==> src/rtl/ariane_pkg.sv <==
// ariane_pkg -- shared types for the runtime-monitor event log.
//
// Holds the log record layout (rm_log_entry_t), the record-kind encodings
// and a saturating add used by the optional drop counter.
package ariane_pkg;

    // Record field widths. The lane field has to be wide enough for the
    // router's lane count (clog2(NUM_LANES), minimum 1 bit). A narrower
    // timestamp counter is zero-extended into the ts field.
    localparam int RM_LOG_LANE_W = 2;
    localparam int RM_LOG_TS_W   = 16;

    localparam logic RM_LOG_KIND_MATCH = 1'b0;
    localparam logic RM_LOG_KIND_RESET = 1'b1;

    typedef struct packed {
        logic                     kind;
        logic [RM_LOG_LANE_W-1:0] lane;
        logic [RM_LOG_TS_W-1:0]   ts;
    } rm_log_entry_t;

    // 16-bit add that sticks at all-ones instead of wrapping.
    function automatic logic [15:0] rm_sat_add16(input logic [15:0] a,
                                                 input logic [15:0] b);
        logic [16:0] sum;
        sum = {1'b0, a} + {1'b0, b};
        return sum[16] ? 16'hFFFF : sum[15:0];
    endfunction

endpackage

==> src/rtl/rm_log_fifo.sv <==
// rm_log_fifo -- register-array FIFO for event-log records.
//
// Pointers carry one extra wrap bit, so full and empty can be told apart
// without a separate occupancy register. The head slot is read
// combinationally, so there is no read latency.
//
// Ports:
//   clk_i, rst_i  clock, asynchronous active-high reset
//   flush_i       synchronous flush of both pointers (beats push and pop)
//   push_i/data_i write a record; ignored when full
//   pop_i         retire the head; ignored when empty
//   data_o        head record (stale contents when empty)
//   full_o/empty_o occupancy flags
//   count_o       occupancy, from the registered pointers
module rm_log_fifo #(
    parameter type T     = logic,
    parameter int  DEPTH = 8
) (
    input  logic                   clk_i,
    input  logic                   rst_i,
    input  logic                   flush_i,
    input  logic                   push_i,
    input  T                       data_i,
    input  logic                   pop_i,
    output T                       data_o,
    output logic                   full_o,
    output logic                   empty_o,
    output logic [$clog2(DEPTH):0] count_o
);

    localparam int AW = $clog2(DEPTH);

    logic [AW:0] wptr_q, rptr_q;
    T            mem_q [DEPTH];
    logic        do_push, do_pop;

    assign empty_o = (wptr_q == rptr_q);
    assign full_o  = (wptr_q[AW] != rptr_q[AW]) &&
                     (wptr_q[AW-1:0] == rptr_q[AW-1:0]);
    assign count_o = wptr_q - rptr_q;
    assign data_o  = mem_q[rptr_q[AW-1:0]];

    // A pop frees a slot only from the next cycle on, so a push is gated
    // by the current full flag and never by a same-cycle pop.
    assign do_push = push_i && !full_o;
    assign do_pop  = pop_i && !empty_o;

    always_ff @(posedge clk_i or posedge rst_i) begin
        if (rst_i) begin
            wptr_q <= '0;
            rptr_q <= '0;
        end else if (flush_i) begin
            wptr_q <= '0;
            rptr_q <= '0;
        end else begin
            if (do_push) wptr_q <= wptr_q + 1'b1;
            if (do_pop)  rptr_q <= rptr_q + 1'b1;
        end
    end

    // The storage is reset as well, so the head reads as zero after reset.
    // A flush leaves the contents alone; only the pointers matter.
    always_ff @(posedge clk_i or posedge rst_i) begin
        if (rst_i) begin
            for (int i = 0; i < DEPTH; i++) mem_q[i] <= '0;
        end else if (do_push && !flush_i) begin
            mem_q[wptr_q[AW-1:0]] <= data_i;
        end
    end

endmodule

==> src/rtl/rm_lane_event_log.sv <==
// rm_lane_event_log -- time-stamped capture of per-lane router events.
//
// Each lane completion or lane reset from the event router raises a pending
// flag. One flag per cycle is turned into a {kind, lane, ts} record and
// pushed into a small FIFO that software or a debug module drains. Resets
// beat matches, and lower lanes beat higher ones. While the FIFO is full,
// flags simply stay pending, which backpressures the log. An event that
// lands on a flag that is already pending is dropped.
//
// Build option: define RM_EVENT_LOG_DROP_CNT_EN to add a saturating 16-bit
// dropped-event counter and its drop_cnt_o port.
//
// Ports:
//   clk_i, rst_i   clock, asynchronous active-high reset
//   lane_vector_i  per-lane completion pulses
//   lane_reset_i   per-lane reset pulses
//   clear_i        synchronous flush of the FIFO, flags, timestamp and drop count
//   log_valid_o    FIFO head valid
//   log_ready_i    consumer takes the head
//   log_entry_o    head record
//   count_o        FIFO occupancy
//   drop_cnt_o     dropped-event count (only with RM_EVENT_LOG_DROP_CNT_EN)
module rm_lane_event_log
    import ariane_pkg::*;
#(
    parameter int NUM_LANES = 4,
    parameter int DEPTH     = 8,
    parameter int TS_W      = 16
) (
    input  logic                   clk_i,
    input  logic                   rst_i,
    input  logic [NUM_LANES-1:0]   lane_vector_i,
    input  logic [NUM_LANES-1:0]   lane_reset_i,
    input  logic                   clear_i,
    output logic                   log_valid_o,
    input  logic                   log_ready_i,
    output rm_log_entry_t          log_entry_o,
    output logic [$clog2(DEPTH):0] count_o
`ifdef RM_EVENT_LOG_DROP_CNT_EN
    ,
    output logic [15:0]            drop_cnt_o
`endif
);

    localparam int LANE_IDX_W = (NUM_LANES > 1) ? $clog2(NUM_LANES) : 1;

    logic [NUM_LANES-1:0]  match_pend_q, reset_pend_q;
    logic [NUM_LANES-1:0]  match_clr, reset_clr;
    logic [LANE_IDX_W-1:0] sel_idx;
    logic                  sel_kind;
    logic                  push;
    logic                  fifo_full, fifo_empty;
    logic [TS_W-1:0]       ts_q;
    rm_log_entry_t         push_entry;

    // Priority arbiter. Scanning from the top lane down leaves the lowest
    // set index in sel_idx. The per-lane clear masks are one-hot, or all
    // zero when nothing is pushed.
    always_comb begin
        sel_idx   = '0;
        sel_kind  = RM_LOG_KIND_MATCH;
        match_clr = '0;
        reset_clr = '0;
        if (|reset_pend_q) begin
            sel_kind = RM_LOG_KIND_RESET;
            for (int k = NUM_LANES - 1; k >= 0; k--)
                if (reset_pend_q[k]) sel_idx = LANE_IDX_W'(k);
        end else begin
            for (int k = NUM_LANES - 1; k >= 0; k--)
                if (match_pend_q[k]) sel_idx = LANE_IDX_W'(k);
        end
        push = (|reset_pend_q || |match_pend_q) && !fifo_full && !clear_i;
        if (push) begin
            if (sel_kind == RM_LOG_KIND_RESET) reset_clr[sel_idx] = 1'b1;
            else                               match_clr[sel_idx] = 1'b1;
        end
    end

    always_comb begin
        push_entry      = '0;
        push_entry.kind = sel_kind;
        push_entry.lane = RM_LOG_LANE_W'(sel_idx);
        push_entry.ts   = RM_LOG_TS_W'(ts_q);
    end

    // A new event in the same cycle as its flag's push re-arms the flag:
    // the push clears it first, then the event ORs it back in.
    always_ff @(posedge clk_i or posedge rst_i) begin
        if (rst_i) begin
            match_pend_q <= '0;
            reset_pend_q <= '0;
        end else if (clear_i) begin
            match_pend_q <= '0;
            reset_pend_q <= '0;
        end else begin
            match_pend_q <= (match_pend_q & ~match_clr) | lane_vector_i;
            reset_pend_q <= (reset_pend_q & ~reset_clr) | lane_reset_i;
        end
    end

    // Free-running timestamp; wraps silently.
    always_ff @(posedge clk_i or posedge rst_i) begin
        if (rst_i)        ts_q <= '0;
        else if (clear_i) ts_q <= '0;
        else              ts_q <= ts_q + 1'b1;
    end

    rm_log_fifo #(
        .T     (rm_log_entry_t),
        .DEPTH (DEPTH)
    ) u_fifo (
        .clk_i   (clk_i),
        .rst_i   (rst_i),
        .flush_i (clear_i),
        .push_i  (push),
        .data_i  (push_entry),
        .pop_i   (log_valid_o && log_ready_i),
        .data_o  (log_entry_o),
        .full_o  (fifo_full),
        .empty_o (fifo_empty),
        .count_o (count_o)
    );

    assign log_valid_o = !fifo_empty;

`ifdef RM_EVENT_LOG_DROP_CNT_EN
    // An event is dropped when its flag is already set and is not being
    // cleared by this cycle's push.
    logic [NUM_LANES-1:0] drop_match, drop_reset;
    logic [15:0]          drop_num;
    logic [15:0]          drop_cnt_q;

    assign drop_match = lane_vector_i & match_pend_q & ~match_clr;
    assign drop_reset = lane_reset_i  & reset_pend_q & ~reset_clr;

    always_comb begin
        drop_num = '0;
        for (int k = 0; k < NUM_LANES; k++)
            drop_num = drop_num + 16'(drop_match[k]) + 16'(drop_reset[k]);
    end

    always_ff @(posedge clk_i or posedge rst_i) begin
        if (rst_i)        drop_cnt_q <= '0;
        else if (clear_i) drop_cnt_q <= '0;
        else              drop_cnt_q <= rm_sat_add16(drop_cnt_q, drop_num);
    end

    assign drop_cnt_o = drop_cnt_q;
`endif

endmodule
==> config.mk <==
export PLATFORM = sky130hd
export DESIGN_NAME = rm_lane_event_log
export DESIGN_NICKNAME = d
export VERILOG_FILES = /design/src/rtl/ariane_pkg.sv /design/src/rtl/rm_log_fifo.sv /design/src/rtl/rm_lane_event_log.sv
export SDC_FILE = /design/constraint.sdc
export NUM_CORES = 1
export LEC_CHECK = 0
export CORE_UTILIZATION = 57
export CTS_BUF_LIST = sky130_fd_sc_hd__clkbuf_4 sky130_fd_sc_hd__clkbuf_8
export DETAILED_ROUTE_END_ITERATION = 16
export HOLD_SLACK_MARGIN = 0.03
export PLACE_DENSITY_LB_ADDON = 0.08
export SLEW_MARGIN = 20
export SYNTH_ARGS = -nofsm -noshare
export SYNTH_HDL_FRONTEND = slang
export SYNTH_HIERARCHICAL = 1
export SYNTH_SLANG_ARGS = --single-unit
export TNS_END_PERCENT = 10
==> constraint.sdc <==
create_clock -name clk_i -period 5.1 [get_ports clk_i]
set_input_delay 1.02 -clock clk_i [delete_from_list [all_inputs] [get_ports clk_i]]
set_output_delay 1.02 -clock clk_i [all_outputs]
set_load 0.02 [all_outputs]
==> run metrics <==
Seq/Total Area, Yosys=0.528; post-cts resize count=0; Core ar.=14800 um2; initial core utilization=0.591; met2 WL=just under 9000 um; top-area cell type share of the netlist area=0.528; CP required=roughly 5.4 ns; Detail Placement HPWL=approximately 11000 um; Post-Synthesis Cell Area=8720 um2; area of the multi-input gates=3860 um2; routability cong.=about 0.8; Finished Layout Cells=roughly 860; area leader, netlist=dfrtp_1; clk_lat worst skew=~0.46 ns; Fin. Hold Viols=0; max-slew violations=0; gr usage total=0.260; clk buf depth=2; final setup fails=0; Max Clock Freq=approximately 230 MHz; I/O pin cnt=36; clock sink count=approximately 180; vias in the first global route=around 5.6k; DIE WIDTH=126 um; vias post-DR=~5.1k; Via density=approximately 6.0; Max H-tree Level=4; Top Layer Used=met4; port bufs=35; worst r2r path cells=13; P_leak=4.59 nW; placed instance count=826; R2R Path End=u_fifo/mem_q[58]; M1 WL=approximately 8400 um; unrepaired setup endpoints after global routing=no; setup bufs post-CTS=0; Synth Instances=roughly 630; die area=about 16000 um2; initial antenna violation count=0; global-route wire length before repair=30900 um; crit path DAT=4.72 ns; Rows=44; met3 routed WL=about 690 um; Total Neg Setup Slack=0 ns; relative slew slack=0.364; violated checks=design-rule violations; Register Area=around 4600 um2; Hold Crit Endpoint=u_fifo/mem_q[104]; Power Dens Cells=302 nW/um2; drt total wl=around 18000 um; 1st-iter DRT viols=about 330; fin crit share=0.859; Setup CP Type=reg2reg; TritonCTS buffer count=17; synthesis-to-layout area growth=10.3%; Worst Skew=approximately 0.020 ns; reg2reg start=u_fifo/rptr_q[2]; filler cell count=between 1k and 1.5k; Hold Crit Start=u_fifo/mem_q[104]; layout cells sized above 1=0.371; CTS tree=done; post-synthesis async set-or-reset flop share=1.00; startpoint types=flop; DRC viols=6; synthesized area per cell=13.9 um2; clock slew at reported path FFs=0.08 ns; pin count of the biggest net entering global routing=between 100 and 150; top cells by area, synth=dfrtp_1 53%, mux2_2 17%, mux4_2 9.8%; Final ANT Viol Nets=0; clock root cell=clkbuf_8; max-cap violation count=0; crit path max fanout=21; Initial DRT Pass Iterations=12; R2R setup slack=0.72 ns; HP Class=reg2reg; syn nets=around 650; Worst-Margin Slew=0.949 ns; nets=~700; Post-synth EDFFs=0; Die H=126 um; status=finished, violations left; hold_buf cts=0; Final min period=~4.4 ns; Avg WL per Cell=~21 um; Hold Path Stages=1; Seq cells post-synth=184; crit end category=flop; synth unique cells=47; grt ovf=0; Synth Warn #=6; utilization after layout=0.652; number of diodes=0; peak supply drop=around 0.21 mV; Main synth FF type=dfrtp_1
[cells in the final DEF (no fill, tap or decap), types with 3 or more instances in the layout]
| master | Yosys | layout |
|---|---|---|
| xor2_1 | 5 | 5 |
| inv_1 | 18 | 16 |
| mux4_2 | 38 | 38 |
| nor2_1 | 26 | 26 |
| nand4_1 | 3 | 3 |
| or3_1 | 4 | 4 |
| ha_1 | 6 | 6 |
| o31ai_1 | 5 | 5 |
| clkinv_4 | 0 | 3 |
| o21ai_0 | 10 | 10 |
| clkdlybuf4s50_1 | 0 | 35 |
| nand3_1 | 10 | 10 |
| mux2_4 | 20 | 20 |
| nand2b_1 | 3 | 3 |
| clkbuf_8 | 0 | 23 |
| a21oi_1 | 17 | 17 |
| nor2b_1 | 6 | 6 |
| xnor2_1 | 6 | 6 |
| nor4_1 | 4 | 4 |
| or4_1 | 5 | 4 |
| dfrtp_1 | 184 | 182 |
| buf_4 | 2 | 11 |
| nand2_1 | 62 | 62 |
| mux2_2 | 135 | 135 |
[state kept, by name (all words and copies together) (netlist names)]
| register | cells |
|---|---|
| match_pend_q | 4 |
| u_fifo/mem_q | 152 |
| ts_q | 16 |
| u_fifo/wptr_q | 4 |
| reset_pend_q | 4 |
| u_fifo/rptr_q | 4 |
[layout make-up]
type | instances | area share
Clock inverter | 5 | 0.00663
Inverter | 19 | 0.00806
Sequential cell | 184 | 0.479
Timing Repair Buffer | 47 | 0.0471
Multi-Input combinational cell | 392 | 0.402
Clock buffer | 24 | 0.0337
Tap cell | 184 | 0.0239
[logic make-up (layout without fill, tap and decap cells)]
family,after synthesis,count (layout),synth area share
fa+ha+maj,7,7,0.0109
mux,196,196,0.311
simple gates,138,138,0.0828
compound gates,40,40,0.0271
buf+inv,51,95,0.0293
flops,184,184,0.528
xor+xnor,11,11,0.0111
[power by group]
group	switching (W)	total, W	internal (W)
combinational	0.000191	0.000383	0.000192
sequential	0.0000482	0.00157	0.00153
clock	0.000485	0.000951	0.000465
total	0.000725	0.00291	0.00218
[routing by layer]
layer	global-route usage	up-vias
li1	-	2319
met1	0.373	2694
met2	0.415	92
met3	0.0429	14
met4	0.0703	0
met5	0	-
[synthesized netlist by cell type (2+ instances only)]
library cell  count
xor2_1            5
buf_4             2
o21ai_0          10
a211oi_1          3
or3_1             4
nor4_1            4
or4_1             5
mux2_2          135
nand2b_1          3
clkbuf_1          8
o31ai_1           5
or4_4             2
nor4_4            2
nor2b_1           6
dfrtp_1         184
mux2i_1           2
a21oi_1          17
nand3_1          10
nand2_1          62
mux4_2           38
buf_6             5
nand4_1           3
ha_1              6
buf_1             4
mux2_4           20
xnor2_1           6
nor2_1           26
inv_1            18
buf_2            13
and3_1            2
[metrics by stage]
| step | area, um2 | total power (W) | hold WS [ns] | setup slack (ns) |
|---|---|---|---|---|
| finish | 9620 | 0.00291 | 0.497 | 0.719 |
| detailed placement | 9230 | 0.00199 | 0.483 | 0.714 |
| floorplan | 8720 | 0.00186 | 0.452 | 1.63 |
| CTS | 9610 | 0.00295 | 0.503 | 0.678 |
| global placement | 9230 | 0.00198 | 0.470 | 0.830 |
| global route | 9620 | 0.00304 | 0.521 | 0.341 |
[worst max path at each step]
stage / from / end / slack, ns
final: u_fifo/rptr_q[2] / u_fifo/mem_q[58] / 0.72
after global placement: u_fifo/rptr_q[2] / u_fifo/mem_q[77] / 0.83
after floorplan: u_fifo/rptr_q[1] / u_fifo/mem_q[100] / 1.63
after global routing: u_fifo/rptr_q[2] / u_fifo/mem_q[31] / 0.34
after detailed placement: u_fifo/rptr_q[2] / u_fifo/mem_q[80] / 0.71
after CTS: u_fifo/rptr_q[2] / u_fifo/mem_q[83] / 0.68
[worst max-delay path, cell delays in order, from the launching register on]
cell	delay, ns
dfrtp_1	0.37
buf_4	0.23
inv_1	0.08
buf_4	0.30
ha_1	0.33
nand3_1	0.19
nand2b_1	0.31
inv_4	0.14
a211oi_1	0.52
nand2b_1	0.24
nor2_1	0.18
and3_1	0.64
buf_4	0.34
mux2_2	0.37
Power figures use the tool's default switching activity.
